## src/rtl/stream_patchifier.sv

```systemverilog
// rtl/stream_patchifier.sv - raster pixel stream to patch-ordered stream converter
//
// Pixels arrive in raster order. They are written into two strip banks, each
// PATCH_SIZE rows by IMG_WIDTH pixels, which are used in ping-pong order.
// A full bank is drained patch by patch, left to right. Within a patch the
// elements leave in row-major order.
//
// Ports:
//   clk, reset                  clock, synchronous active-high reset
//   in_valid/in_ready/in_pixel  input pixel handshake
//   in_sof                      marks the first raster pixel of a frame
//   out_valid/out_ready         output element handshake
//   out_pixel                   output element
//   out_last_patch              set on the last element of a patch
//   out_last_frame              set on the last element of a frame
//   frame_err                   one-cycle pulse after a misaligned in_sof
//   out_patch_idx, out_pos_idx  element indices, present only when
//                               PATCHIFIER_IDX_OUT_EN is defined
`timescale 1ns/1ps

module stream_patchifier #(
  parameter int CHANNEL_SIZE = 8,
  parameter int NUM_CHANNELS = 3,
  parameter int IMG_WIDTH    = 16,
  parameter int IMG_HEIGHT   = 16,
  parameter int PATCH_SIZE   = 4
) (
  input  logic                                 clk,
  input  logic                                 reset,
  input  logic                                 in_valid,
  output logic                                 in_ready,
  input  logic [CHANNEL_SIZE*NUM_CHANNELS-1:0] in_pixel,
  input  logic                                 in_sof,
  output logic                                 out_valid,
  input  logic                                 out_ready,
  output logic [CHANNEL_SIZE*NUM_CHANNELS-1:0] out_pixel,
  output logic                                 out_last_patch,
  output logic                                 out_last_frame,
  output logic                                 frame_err
`ifdef PATCHIFIER_IDX_OUT_EN
  ,
  output logic [$clog2((IMG_WIDTH/PATCH_SIZE)*(IMG_HEIGHT/PATCH_SIZE))-1:0] out_patch_idx,
  output logic [$clog2(PATCH_SIZE*PATCH_SIZE)-1:0]                          out_pos_idx
`endif
);

  localparam int PIXEL_WIDTH = CHANNEL_SIZE * NUM_CHANNELS;
  localparam int NPC         = IMG_WIDTH / PATCH_SIZE;   // patches per strip
  localparam int NSTRIP      = IMG_HEIGHT / PATCH_SIZE;  // strips per frame
  localparam int NUM_PATCHES = NPC * NSTRIP;
  localparam int PATCH_VEC   = PATCH_SIZE * PATCH_SIZE;
  localparam int PB          = $clog2(PATCH_SIZE);
  localparam int PCW         = (NPC > 1) ? $clog2(NPC) : 1;
  localparam int SW          = (NSTRIP > 1) ? $clog2(NSTRIP) : 1;
  localparam int PIW         = (NUM_PATCHES > 1) ? $clog2(NUM_PATCHES) : 1;
  localparam int POW         = 2 * PB;

  localparam logic [PB-1:0]  PS_LAST  = PB'(PATCH_SIZE - 1);
  localparam logic [PCW-1:0] PC_LAST  = PCW'(NPC - 1);
  localparam logic [SW-1:0]  S_LAST   = SW'(NSTRIP - 1);
  localparam logic [POW-1:0] POS_LAST = POW'(PATCH_VEC - 1);
  localparam logic [PIW-1:0] PAT_LAST = PIW'(NUM_PATCHES - 1);

  // The column is split into (patch column, column within patch) so the
  // drain side can address a patch without a multiply.
  logic [PIXEL_WIDTH-1:0] bank_mem [2][PATCH_SIZE][NPC][PATCH_SIZE];

  logic [1:0]         full_q, full_d;
  logic               fill_bank_q, fill_bank_d;
  logic               drain_bank_q, drain_bank_d;
  logic [1:0][SW-1:0] bank_strip_q, bank_strip_d;
  logic [PB-1:0]      in_c_q, in_c_d;
  logic [PCW-1:0]     in_pcol_q, in_pcol_d;
  logic [PB-1:0]      in_row_q, in_row_d;
  logic [SW-1:0]      in_strip_q, in_strip_d;
  logic [PB-1:0]      o_c_q, o_c_d;
  logic [PB-1:0]      o_r_q, o_r_d;
  logic [PCW-1:0]     o_pcol_q, o_pcol_d;
  logic               frame_err_q, frame_err_d;

  logic               in_accept, sof_err, strip_done, out_hs, drain_done;
  logic [PB-1:0]      wr_c, wr_row;
  logic [PCW-1:0]     wr_pcol;
  logic [SW-1:0]      wr_strip;
  logic [PIW-1:0]     patch_idx_w;
  logic [POW-1:0]     pos_idx_w;

  assign in_ready  = !full_q[fill_bank_q];
  assign out_valid = full_q[drain_bank_q];
  assign frame_err = frame_err_q;
  assign out_pixel = bank_mem[drain_bank_q][o_r_q][o_pcol_q][o_c_q];

  // The strip number is latched per bank at fill time, so a frame restart
  // cannot mislabel a strip that is already waiting to drain.
  assign patch_idx_w    = PIW'(int'(bank_strip_q[drain_bank_q]) * NPC + int'(o_pcol_q));
  assign pos_idx_w      = {o_r_q, o_c_q};
  assign out_last_patch = out_valid && (pos_idx_w == POS_LAST);
  assign out_last_frame = out_last_patch && (patch_idx_w == PAT_LAST);

`ifdef PATCHIFIER_IDX_OUT_EN
  assign out_patch_idx = patch_idx_w;
  assign out_pos_idx   = pos_idx_w;
`endif

  always_comb begin
    full_d       = full_q;
    fill_bank_d  = fill_bank_q;
    drain_bank_d = drain_bank_q;
    bank_strip_d = bank_strip_q;
    in_c_d       = in_c_q;
    in_pcol_d    = in_pcol_q;
    in_row_d     = in_row_q;
    in_strip_d   = in_strip_q;
    o_c_d        = o_c_q;
    o_r_d        = o_r_q;
    o_pcol_d     = o_pcol_q;

    in_accept = in_valid && in_ready;
    sof_err   = in_accept && in_sof &&
                ((in_c_q != '0) || (in_pcol_q != '0) || (in_row_q != '0) || (in_strip_q != '0));
    frame_err_d = sof_err;

    // A misaligned start of frame abandons the partial strip and restarts
    // the write position at the bank origin, keeping the same fill bank.
    wr_c     = sof_err ? '0 : in_c_q;
    wr_pcol  = sof_err ? '0 : in_pcol_q;
    wr_row   = sof_err ? '0 : in_row_q;
    wr_strip = sof_err ? '0 : in_strip_q;

    strip_done = in_accept && (wr_c == PS_LAST) && (wr_pcol == PC_LAST) && (wr_row == PS_LAST);

    if (in_accept) begin
      in_c_d     = wr_c;
      in_pcol_d  = wr_pcol;
      in_row_d   = wr_row;
      in_strip_d = wr_strip;
      if (wr_c == PS_LAST) begin
        in_c_d = '0;
        if (wr_pcol == PC_LAST) begin
          in_pcol_d = '0;
          if (wr_row == PS_LAST) begin
            in_row_d   = '0;
            in_strip_d = (wr_strip == S_LAST) ? '0 : wr_strip + 1'b1;
          end else begin
            in_row_d = wr_row + 1'b1;
          end
        end else begin
          in_pcol_d = wr_pcol + 1'b1;
        end
      end else begin
        in_c_d = wr_c + 1'b1;
      end
    end

    // Fill and drain always touch different banks (the fill bank is not
    // full, the drain bank is), so both updates can land on one edge.
    if (strip_done) begin
      full_d[fill_bank_q]       = 1'b1;
      bank_strip_d[fill_bank_q] = wr_strip;
      fill_bank_d               = !fill_bank_q;
    end

    out_hs     = out_valid && out_ready;
    drain_done = out_hs && (o_c_q == PS_LAST) && (o_r_q == PS_LAST) && (o_pcol_q == PC_LAST);

    if (out_hs) begin
      if (o_c_q == PS_LAST) begin
        o_c_d = '0;
        if (o_r_q == PS_LAST) begin
          o_r_d    = '0;
          o_pcol_d = (o_pcol_q == PC_LAST) ? '0 : o_pcol_q + 1'b1;
        end else begin
          o_r_d = o_r_q + 1'b1;
        end
      end else begin
        o_c_d = o_c_q + 1'b1;
      end
    end

    if (drain_done) begin
      full_d[drain_bank_q] = 1'b0;
      drain_bank_d         = !drain_bank_q;
    end
  end

  always_ff @(posedge clk) begin
    if (reset) begin
      full_q       <= '0;
      fill_bank_q  <= 1'b0;
      drain_bank_q <= 1'b0;
      bank_strip_q <= '0;
      in_c_q       <= '0;
      in_pcol_q    <= '0;
      in_row_q     <= '0;
      in_strip_q   <= '0;
      o_c_q        <= '0;
      o_r_q        <= '0;
      o_pcol_q     <= '0;
      frame_err_q  <= 1'b0;
    end else begin
      full_q       <= full_d;
      fill_bank_q  <= fill_bank_d;
      drain_bank_q <= drain_bank_d;
      bank_strip_q <= bank_strip_d;
      in_c_q       <= in_c_d;
      in_pcol_q    <= in_pcol_d;
      in_row_q     <= in_row_d;
      in_strip_q   <= in_strip_d;
      o_c_q        <= o_c_d;
      o_r_q        <= o_r_d;
      o_pcol_q     <= o_pcol_d;
      frame_err_q  <= frame_err_d;
    end
  end

  // Bank storage needs no reset: only the full flags decide what is emitted.
  always_ff @(posedge clk) begin
    if (in_accept) begin
      bank_mem[fill_bank_q][wr_row][wr_pcol][wr_c] <= in_pixel;
    end
  end

endmodule

```

## config.mk

```make
export PLATFORM = sky130hd
export DESIGN_NAME = stream_patchifier
export DESIGN_NICKNAME = d
export VERILOG_FILES = /design/src/rtl/stream_patchifier.sv
export SDC_FILE = /design/constraint.sdc
export NUM_CORES = 2
export LEC_CHECK = 0
export ABC_AREA = 0
export CAP_MARGIN = 20
export CORE_ASPECT_RATIO = 0.7
export CORE_MARGIN = 1.5
export CORE_UTILIZATION = 50
export DETAILED_ROUTE_END_ITERATION = 12
export PLACE_DENSITY = 0.63
export SYNTH_ARGS = -nofsm -noshare
export SYNTH_HDL_FRONTEND = slang
export SYNTH_SLANG_ARGS = --single-unit
```

## constraint.sdc

```tcl
create_clock -name clk -period 12.8 [get_ports clk]
set_input_delay 3.84 -clock clk [delete_from_list [all_inputs] [get_ports clk]]
set_output_delay 3.84 -clock clk [all_outputs]
set_load 0.01 [all_outputs]
```

==> flow_metrics.tcl <==
set metrics [dict create \
    crit_type "reg2out" \
    hold_slack_ns 0.475 \
    first_pass_iters 7 \
    cts_tree "yes" \
    post_cts_resized 0 \
    portBuffers 57 \
    power.internal_mw 15.9 \
    powerDensity_nw_per_um2 148 \
    max_clock_freq_ghz 0.104 \
    setup_viol 0 \
    cts_setup_buffers 0 \
    max_slew.worst_pin.slew_ns 1.18 \
    num-nets-final 4933 \
    grt_pass1_wl_um 419000 \
    pwr-share-clk_pct 41.9 \
    start_kind "register" \
    placed_cell_area_um2 124000 \
    overflow 0 \
    cts.path.max_buffers 4 \
    antenna_found_initial 31 \
    grt_start_max_net_pins 132 \
    die_w_um 584 \
    worstPathCellList "buf_4 > buf_4 > mux4_2 > mux4_2 > mux4_2 > mux2_2 > clkdlybuf4s50_1" \
    dieArea_um2 239000 \
    grt_setup_unrepaired "no" \
    cp_common_cell "mux4_2" \
    detail-route-antenna-nets 0 \
    yosysSeqAreaShare_pct 78.6 \
    peakVddDrop_mv 0.143 \
    place_congestion 0.810 \
    clock-sinks 3096 \
    root_buffer "clkbuf_16" \
    ys_seq_elements 3096 \
    p_switching_mw 3.86 \
    hpwl_um 163000 \
    hold_violations 0 \
    swShare_pct 19.6 \
    syn_area_um2 118000 \
    synth_enable_flop_cells 3072 \
    syn2layout_area_growth_pct 12.9 \
    cp-end-kind "output port" \
    grt_util_all_layers_pct 25.4 \
    comb_power_share_pct 1.5 \
    core_area_um2 234000 \
    syn-instance-count 4636 \
    status "completed" \
    clk_latency_ns 0.84 \
    final.setup.tns_ns 0 \
    crit_fanout 40 \
    cts_buffers 286 \
    drc 0 \
    yosys_warnings 0 \
    wire_per_inst_um 36.5 \
    vias 53800 \
    drt_wl_total_um 301000 \
    skew_ns 0.0377 \
    cts_max_level 5 \
    crit_arrival_ns 5.77 \
    ios 58 \
    slew_viol_final 0 \
    max_cap_violations 0 \
    crit_required_ns 8.96 \
    drt_iter0_drc 8735 \
    path_clk_slew_ns 0.06 \
    syn_avg_cell_area_um2 25.4 \
    finalCriticalPeriod_ns 9.61 \
    synthFlopType "edfxtp_1" \
    slowest_stage "dfxtp_4" \
    slew_headroom_pct 21.4 \
    die_h_um 409 \
    grt_pass1_vias 52200 \
    drive_above_1_share_pct 33.6 \
    power_frac_seq_pct 56.6 \
    p_leak_nw 38.9 \
    synth_cell_type_count 33 \
    hold_path_class "reg2reg" \
    async_reset_ff_share_pct 0 \
    start_util_pct 50.5 \
    post_drt_via_cell_ratio 6.51 \
    hold_buffers 0 \
    rows 148 \
    design_area_um2 133000 \
    worst_path_largest_cell_delay_ns 0.95 \
    fin_crit_sh_pct 75.1 \
    synth_fp_nets 4680 \
]
==> cells in the mapped netlist, drive strengths merged (2+ instances only) <==
cell type  count  share of area [%]
xor2           3              0.022
nand3          4              0.017
o21ai          4              0.017
xnor2          3              0.022
inv            8              0.025
and2           4              0.021
or4            2              0.013
dfxtp         24               0.41
nor2         152               0.48
a21oi          7              0.030
mux2i          7              0.059
mux2          24               0.23
ha            15               0.16
edfxtp      3072                 78
nand4          2              0.011
nor3           2             0.0085
clkbuf       136               0.43
buf          107               0.41
nand2         42               0.13
mux4        1008                 19
==> power by group through the flow <==
stage	logic [mW]	clock network (mW)	registers, mW
3_3_place_gp	0.282	0	11.4
4_1_cts	0.296	8.39	11.2
5_1_grt	0.312	8.76	11.1
2_1_floorplan	0.0499	0	11.4
3_5_place_dp	0.295	0	11.4
6_report	0.297	8.27	11.2
==> area by class of cell <==
| class | count | area, um^2 |
|---|---|---|
| fillers | 16500 | 100000 |
| flip-flops and latches | 3096 | 92700 |
| multi-input cells | 1289 | 25200 |
| clock buffers | 379 | 7820 |
| well taps | 3150 | 3940 |
| repair buffers | 208 | 2400 |
| clock inverters | 119 | 1020 |
| inverters | 8 | 30.0 |
| diodes | 11 | 27.5 |
==> flip-flops by register name, indices dropped and copies added, names as in the netlist, named ones only <==
register / flops
frame_err: 1
o_c_q: 2
o_r_q: 2
bank_mem: 3072
in_strip_q: 2
full_q: 2
o_pcol_q: 2
fill_bank_q: 1
in_row_q: 2
bank_strip_q: 4
drain_bank_q: 1
in_pcol_q: 2
in_c_q: 2
==> cells by family after synthesis <==
family / share of synthesized area [%]
adders and majority gates: 0.159
AOI/OAI and AO/OA: 0.0806
and+or+nand+nor: 0.717
buffers and inverters: 0.871
muxes: 19.5
xor gates and xnor gates: 0.0446
DFF: 78.6
==> final timing paths <==
check,start,to,slack (ns),depth (start not counted)
min reg2reg,in_c_q[1],in_c_q[1],0.48,2
min,in_c_q[1],in_c_q[1],0.48,2
max reg2reg,in_strip_q[1],bank_mem[0][35],8.05,7
max,register,out_pixel[20],3.19,7
==> worst max-delay path: cells and delay by family, from the launching register on <==
family                 cells  cell delay (ns)
buffers and inverters      3             1.88
DFF                        1             0.95
muxes                      4             2.04
==> layer usage <==
layer  global-route usage (%)  part of all wire (%)
met1                     40.7                    42
met2                     36.7                    45
met3                     4.81                    11
met4                     5.46                   2.3
met5                        0                0.0076
==> metrics by stage <==
step	setup slack [ns]	util, %	total power [mW]	cells
after detailed placement	3.96	53.0	11.7	7726
final	3.19	57.0	19.7	8260
after CTS	3.04	56.8	19.8	8224
after global placement	3.93	52.8	11.7	7711
after floorplan	6.05	-	11.4	4636
after global routing	2.86	57.0	20.2	8249
==> cell usage in the layout, fill, tap and decap left out, drive strengths merged, types with 15 or more instances in the layout <==
master,synthesis,final
nor2,152,152
bufinv,0,18
clkinv,0,93
edfxtp,3072,3072
ha,15,15
mux2,24,24
clkdlybuf4s50,0,33
dfxtp,24,24
buf,107,175
clkbuf,136,379
nand2,42,42
mux4,1008,1008
Note: power is estimated with default switching activity, not from simulation.
